<file path="src/rtl/seq_pkg.sv">
// Shared definitions for the serial pattern sequence generator.
package seq_pkg;

  typedef enum logic [1:0] {
    S_IDLE  = 2'b00,
    S_SHIFT = 2'b01,
    S_GAP   = 2'b10,
    S_DONE  = 2'b11
  } state_t;

  localparam logic [5:0] DEFAULT_PATTERN = 6'b101110;
  localparam logic [7:0] SENT_MAX        = 8'hFF;

endpackage

</file>
<file path="src/rtl/seq_shift_reg.sv">
// Parallel-load, shift-left register presenting its MSB as the serial bit.
module seq_shift_reg #(
  parameter int unsigned W = 6
) (
  input  logic         clk,
  input  logic         rst,
  input  logic         load,
  input  logic         shift,
  input  logic [W-1:0] din,
  output logic         msb
);

  logic [W-1:0] q;

  always_ff @(posedge clk or negedge rst) begin
    if (!rst) begin
      q <= '0;
    end else if (load) begin
      q <= din;
    end else if (shift) begin
      q <= {q[W-2:0], 1'b0};
    end
  end

  assign msb = q[W-1];

endmodule

</file>
<file path="src/rtl/sequence_generator.sv">
// Serial burst generator: sends PATTERN (MSB first) repeat_cnt times,
// separated by GAP idle cycles, with a one-cycle done pulse at the end.
module sequence_generator
  import seq_pkg::*;
#(
  parameter int unsigned      PAT_W   = 6,
  parameter logic [PAT_W-1:0] PATTERN = DEFAULT_PATTERN,
  parameter int unsigned      GAP     = 1
) (
  input  logic       clk,
  input  logic       rst,
  input  logic       start,
  input  logic [3:0] repeat_cnt,
  input  logic       abort,
  output logic       out,
  output logic       valid,
  output logic       busy,
  output logic       done,
  output logic [7:0] sent_count
);

  localparam int unsigned      IDX_W    = $clog2(PAT_W);
  localparam logic [IDX_W-1:0] IDX_LAST = IDX_W'(PAT_W - 1);
  localparam logic [3:0]       GAP_LAST = (GAP > 0) ? 4'(GAP - 1) : 4'd0;
  localparam bit               HAS_GAP  = (GAP > 0);

  state_t           state_q, state_d;
  logic [IDX_W-1:0] bit_q, bit_d;
  logic [3:0]       rem_q, rem_d;
  logic [3:0]       gap_q, gap_d;
  logic             valid_d, busy_d, done_d;
  logic             cnt_inc;
  logic             sr_load, sr_shift;
  logic [PAT_W-1:0] sr_din;

  // out is the register MSB directly; after PAT_W shifts the register is
  // all zeros, so out reads 0 in GAP/DONE/IDLE without extra gating.
  seq_shift_reg #(
    .W (PAT_W)
  ) u_shift (
    .clk   (clk),
    .rst   (rst),
    .load  (sr_load),
    .shift (sr_shift),
    .din   (sr_din),
    .msb   (out)
  );

  always_ff @(posedge clk or negedge rst) begin
    if (!rst) begin
      state_q <= S_IDLE;
    end else begin
      state_q <= state_d;
    end
  end

  always_comb begin
    state_d  = state_q;
    bit_d    = bit_q;
    rem_d    = rem_q;
    gap_d    = gap_q;
    valid_d  = 1'b0;
    busy_d   = 1'b0;
    done_d   = 1'b0;
    cnt_inc  = 1'b0;
    sr_load  = 1'b0;
    sr_shift = 1'b0;
    sr_din   = PATTERN;

    case (state_q)
      S_IDLE: begin
        if (start && !abort) begin
          rem_d  = repeat_cnt;
          bit_d  = '0;
          busy_d = 1'b1;
          if (repeat_cnt == 4'd0) begin
            state_d = S_DONE;
            done_d  = 1'b1;
          end else begin
            state_d = S_SHIFT;
            sr_load = 1'b1;
            valid_d = 1'b1;
          end
        end
      end
      S_SHIFT: begin
        if (abort) begin
          state_d = S_IDLE;
          bit_d   = '0;
          sr_load = 1'b1;
          sr_din  = '0;
        end else if (bit_q != IDX_LAST) begin
          bit_d    = bit_q + IDX_W'(1);
          sr_shift = 1'b1;
          valid_d  = 1'b1;
          busy_d   = 1'b1;
        end else begin
          cnt_inc = 1'b1;
          rem_d   = rem_q - 4'd1;
          bit_d   = '0;
          busy_d  = 1'b1;
          if (rem_q == 4'd1) begin
            state_d  = S_DONE;
            done_d   = 1'b1;
            sr_shift = 1'b1;
          end else if (HAS_GAP) begin
            state_d  = S_GAP;
            gap_d    = '0;
            sr_shift = 1'b1;
          end else begin
            sr_load = 1'b1;
            valid_d = 1'b1;
          end
        end
      end
      S_GAP: begin
        if (abort) begin
          state_d = S_IDLE;
          gap_d   = '0;
        end else begin
          busy_d = 1'b1;
          if (gap_q == GAP_LAST) begin
            state_d = S_SHIFT;
            gap_d   = '0;
            sr_load = 1'b1;
            valid_d = 1'b1;
          end else begin
            gap_d = gap_q + 4'd1;
          end
        end
      end
      S_DONE: begin
        state_d = S_IDLE;
      end
      default: begin
        state_d = S_IDLE;
      end
    endcase
  end

  always_ff @(posedge clk or negedge rst) begin
    if (!rst) begin
      bit_q      <= '0;
      rem_q      <= '0;
      gap_q      <= '0;
      valid      <= 1'b0;
      busy       <= 1'b0;
      done       <= 1'b0;
      sent_count <= '0;
    end else begin
      bit_q <= bit_d;
      rem_q <= rem_d;
      gap_q <= gap_d;
      valid <= valid_d;
      busy  <= busy_d;
      done  <= done_d;
      if (cnt_inc && (sent_count != SENT_MAX)) begin
        sent_count <= sent_count + 8'd1;
      end
    end
  end

endmodule

</file>
<file path="config.mk">
export PLATFORM = sky130hd
export DESIGN_NAME = sequence_generator
export DESIGN_NICKNAME = d
export VERILOG_FILES = /design/src/rtl/seq_pkg.sv /design/src/rtl/seq_shift_reg.sv /design/src/rtl/sequence_generator.sv
export SDC_FILE = /design/constraint.sdc
export NUM_CORES = 1
export LEC_CHECK = 0
export BUFFER_PORTS_ARGS = -buffer_cell sky130_fd_sc_hd__buf_2
export CAP_MARGIN = 20
export CORE_ASPECT_RATIO = 0.75
export CORE_MARGIN = 10
export CORE_UTILIZATION = 40
export DETAILED_ROUTE_END_ITERATION = 10
export PLACE_DENSITY_LB_ADDON = 0.15
export SYNTH_ARGS = -nofsm -noshare
export SYNTH_HDL_FRONTEND = slang
export SYNTH_SLANG_ARGS = --single-unit
</file>
<file path="constraint.sdc">
create_clock -name clk -period 2.4 [get_ports clk]
set_input_delay 0 -clock clk [delete_from_list [all_inputs] [get_ports clk]]
set_output_delay 0 -clock clk [all_outputs]
set_load 0.03 [all_outputs]
</file>
==> key figures <==
Detailed routing
  – WL/cell: between 10 and 15 um
  – Detailed Route WL: approximately 3500 um
  – DRT iter0 DRCs: 42
  – TritonRoute pass-1 iters: 4
  – DRC Markers: 0
  – Final ANT Viol Nets: 0
  – Vias/cell: roughly 5.1
  – Vias: 1281

Pwr
  – Design Power: 1.86 mW
  – Worst vdd ir: 577 uV
  – Leakage: around 0.93 nW
  – Pwr Density: 967 mW/mm^2

Floorplanning
  – Std-Cell Rows: 20
  – Die X: roughly 94 um
  – Die H: 75.5 um
  – Ports: 20
  – Effective utilization at floorplan: between 40 and 50%
  – Core box area: 0.00400 mm^2
  – DIE AREA: 0.00710 mm^2

STA
  – Relative slew slack: 55.9%
  – Hold slack: 0.0425 ns
  – Tmin final: 1.81 ns
  – Final worst path period share: 75.6%
  – Setup_tns: 0 ns
  – Setup violations, final: 0
  – Worst-margin pin slew: approximately 0.66 ns
  – Max-slew violation count: 0
  – Highest clock rate: ~550 MHz
  – Unrepaired setup endpoints after global routing: no
  – Final Hold Vio Count: 0
  – Layout Skew: 0.00201 ns

Synth
  – Ranking of synthesized cells by area: dfrtp_1 (44%), ha_1 (7.6%), o21ai_0 (4.9%)
  – Post-Synthesis Cell Area: about 0.0016 mm^2
  – Top FF cell, synth: dfrtp_1
  – Ys async rst share: 100%
  – Syn avg cell area: 9.85 um^2
  – Seq/Total Area, Yosys: 44.1%
  – Ys Warns: 0
  – Post-Syn Nets: roughly 190
  – Synth Instances: 167
  – Share of the synthesized area in the top cell type: 44.1%
  – Area leader, netlist: dfrtp_1
  – EDFF count, synth: 0
  – Synthesis-stage register bit count: 29
  – Yosys cell types: 42

GRT
  – Overflow left after global routing: 0
  – First-pass GRT wire length: roughly 6200 um
  – Largest net degree at the start of global routing: 30
  – Vias in the first global route: 1243
  – Antenna violations before repair: 0
  – GRT Total Usage: between 10% and 20%

Clock network
  – Cts bufs inserted: 5
  – CTS tree: yes
  – Root buf cell: clkbuf_8
  – Buffer levels on the longest clock path: 2
  – CTS clock-pin slew for the worst setup and hold paths: ~0.060 ns
  – Later-pin clock latency in the skew report: 0.28 ns
  – Post-CTS setup buffers: 0
  – H-Tree Level Count: 2
  – Clk sink count: 29

Worst setup path
  – Crit path cell chain: inv_1 > ha_1 > and2b_4 > a32oi_4 > or4_1 > nand3_1
  – CP Class: reg -> reg
  – Crit path max-delay cell type: or4_1
  – Crit-path max cell delay: around 0.43 ns
  – Crit path DAT: 2.03 ns
  – Critical Path RT: approximately 2.6 ns
  – CP Launch Type: flop
  – Crit. End Element: flop
  – Crit path buffers/inverters: 1
  – Max FO, Critical Path: 8
  – Delay-heaviest family, CP: simple AND/OR/NAND/NOR gates

Placement
  – Port bufs: 19
  – Routability congestion estimate: 0.820
  – Dpl hpwl: 2700 um

Finish
  – Area Overhead vs Synth: 16.7%
  – Most common cell after layout, fill and taps aside: dfrtp_1
  – FILL cells: 383
  – Fraction of layout cells with a size suffix above 1: 19.6%
  – Commonest cells after routing, fill and taps aside: dfrtp_1 (29), buf_2 (19), o21ai_0 (16), nand2_1 (14), inv_1 (12)
  – Nets: 211
  – Antenna Cells: 0

Worst hold path
  – Worst hold path type: in -> reg

Job
  – Max_cap viols: 0

Outcome
  – Status: finished clean
[cell usage after synthesis (2+ instances only)]
library cell / n
ha_1: 10
o21bai_1: 2
mux2i_1: 2
nor2_1: 11
nand2b_1: 6
o22a_1: 2
o22ai_1: 4
nor2b_1: 3
nand2_1: 14
a21oi_1: 4
xor2_1: 6
a31oi_1: 3
nor3_1: 5
mux2_2: 4
inv_1: 12
o21ai_0: 16
nor4_1: 3
nand3_1: 8
dfrtp_1: 29
[state kept, by name, indices dropped and copies added (netlist names)]
signal and count:
done 1, state_q 2, bit_q 3, sent_count 8
rem_q 4, busy 1, valid 1, u_shift.q 5
gap_q 4
[stage by stage]
| step | setup WS, ns | cells | cell area, um^2 | utilization (%) |
|---|---|---|---|---|
| 2_1_floorplan | 0.664 | 167 | 1650 | - |
| 3_3_place_gp | 0.636 | 240 | 1810 | 45.2 |
| 3_5_place_dp | 0.609 | 240 | 1810 | 45.2 |
| 4_1_cts | 0.596 | 249 | 1920 | 47.9 |
| 5_1_grt | 0.439 | 249 | 1920 | 47.9 |
| 6_report | 0.586 | 249 | 1920 | 47.9 |
[worst reg2reg max path, stage by stage (launching register included)]
cell and delay, ns:
dfrtp_1 0.41, inv_1 0.11, ha_1 0.30, and2b_4 0.25, a32oi_4 0.15, or4_1 0.43
nand3_1 0.09
[metal layers]
metal | part of all wire (%) | track usage [%]
met1 | 48 | 15.1
met5 | 0 | 0
met4 | 1.1 | 4.20
met2 | 47 | 16.1
met3 | 3.5 | 3.54
[logic make-up (layout without fill, tap and decap cells)]
logic type	after synthesis	in the layout	synth area share, %
AOI/OAI and AO/OA	39	39	16.6
xor gates and xnor gates	7	7	3.73
DFF	29	29	44.1
adders and majority gates	10	10	7.60
muxes	6	6	3.95
and+or+nand+nor	62	62	20.8
buffers and inverters	14	41	3.27
[worst paths after layout]
path	slack, ns	end	cells past startpoint	startpoint
worst max register to register	0.59	gap_q[3]$_DFFE_PN0P_	6	state_q[1]$_DFFE_PN0P_
worst min-delay path	0.04	busy$_DFF_PN0_	2	abort
min in group asynchronous	0.30	gap_q[2]$_DFFE_PN0P_	2	rst
worst max-delay path	0.59	gap_q[3]$_DFFE_PN0P_	6	state_q[1]$_DFFE_PN0P_
max in group asynchronous	1.68	sent_count[0]$_DFFE_PN0P_	2	rst
worst min register to register	0.49	sent_count[6]$_DFFE_PN0P_	1	sent_count[6]$_DFFE_PN0P_
[report_power, final]
part	leakage, nW	total, mW	switching [mW]	internal [mW]
clock network	0.0542	0.440	0.181	0.259
logic	0.498	0.717	0.425	0.292
registers	0.380	0.698	0.0945	0.604
[cell type report]
cell class              count  area (um^2)  area share, %
clock buffers               7         96.3           5.02
well taps                  55         68.8           3.59
clock inverters             1         5.00          0.261
repair buffers             21          113           5.87
inverters                  12         45.0           2.35
multi-input cells         124          866           45.1
flip-flops and latches     29          726           37.8
[repair_timing]
| action | CTS | global route |
|---|---|---|
| endpoints found under the setup margin | 0 | 0 |
| hold buffers | 1 | 0 |
| endpoints found under the hold margin | 29 | 0 |
| resized for setup | 0 | 0 |
(Power assumes the default switching activity.)
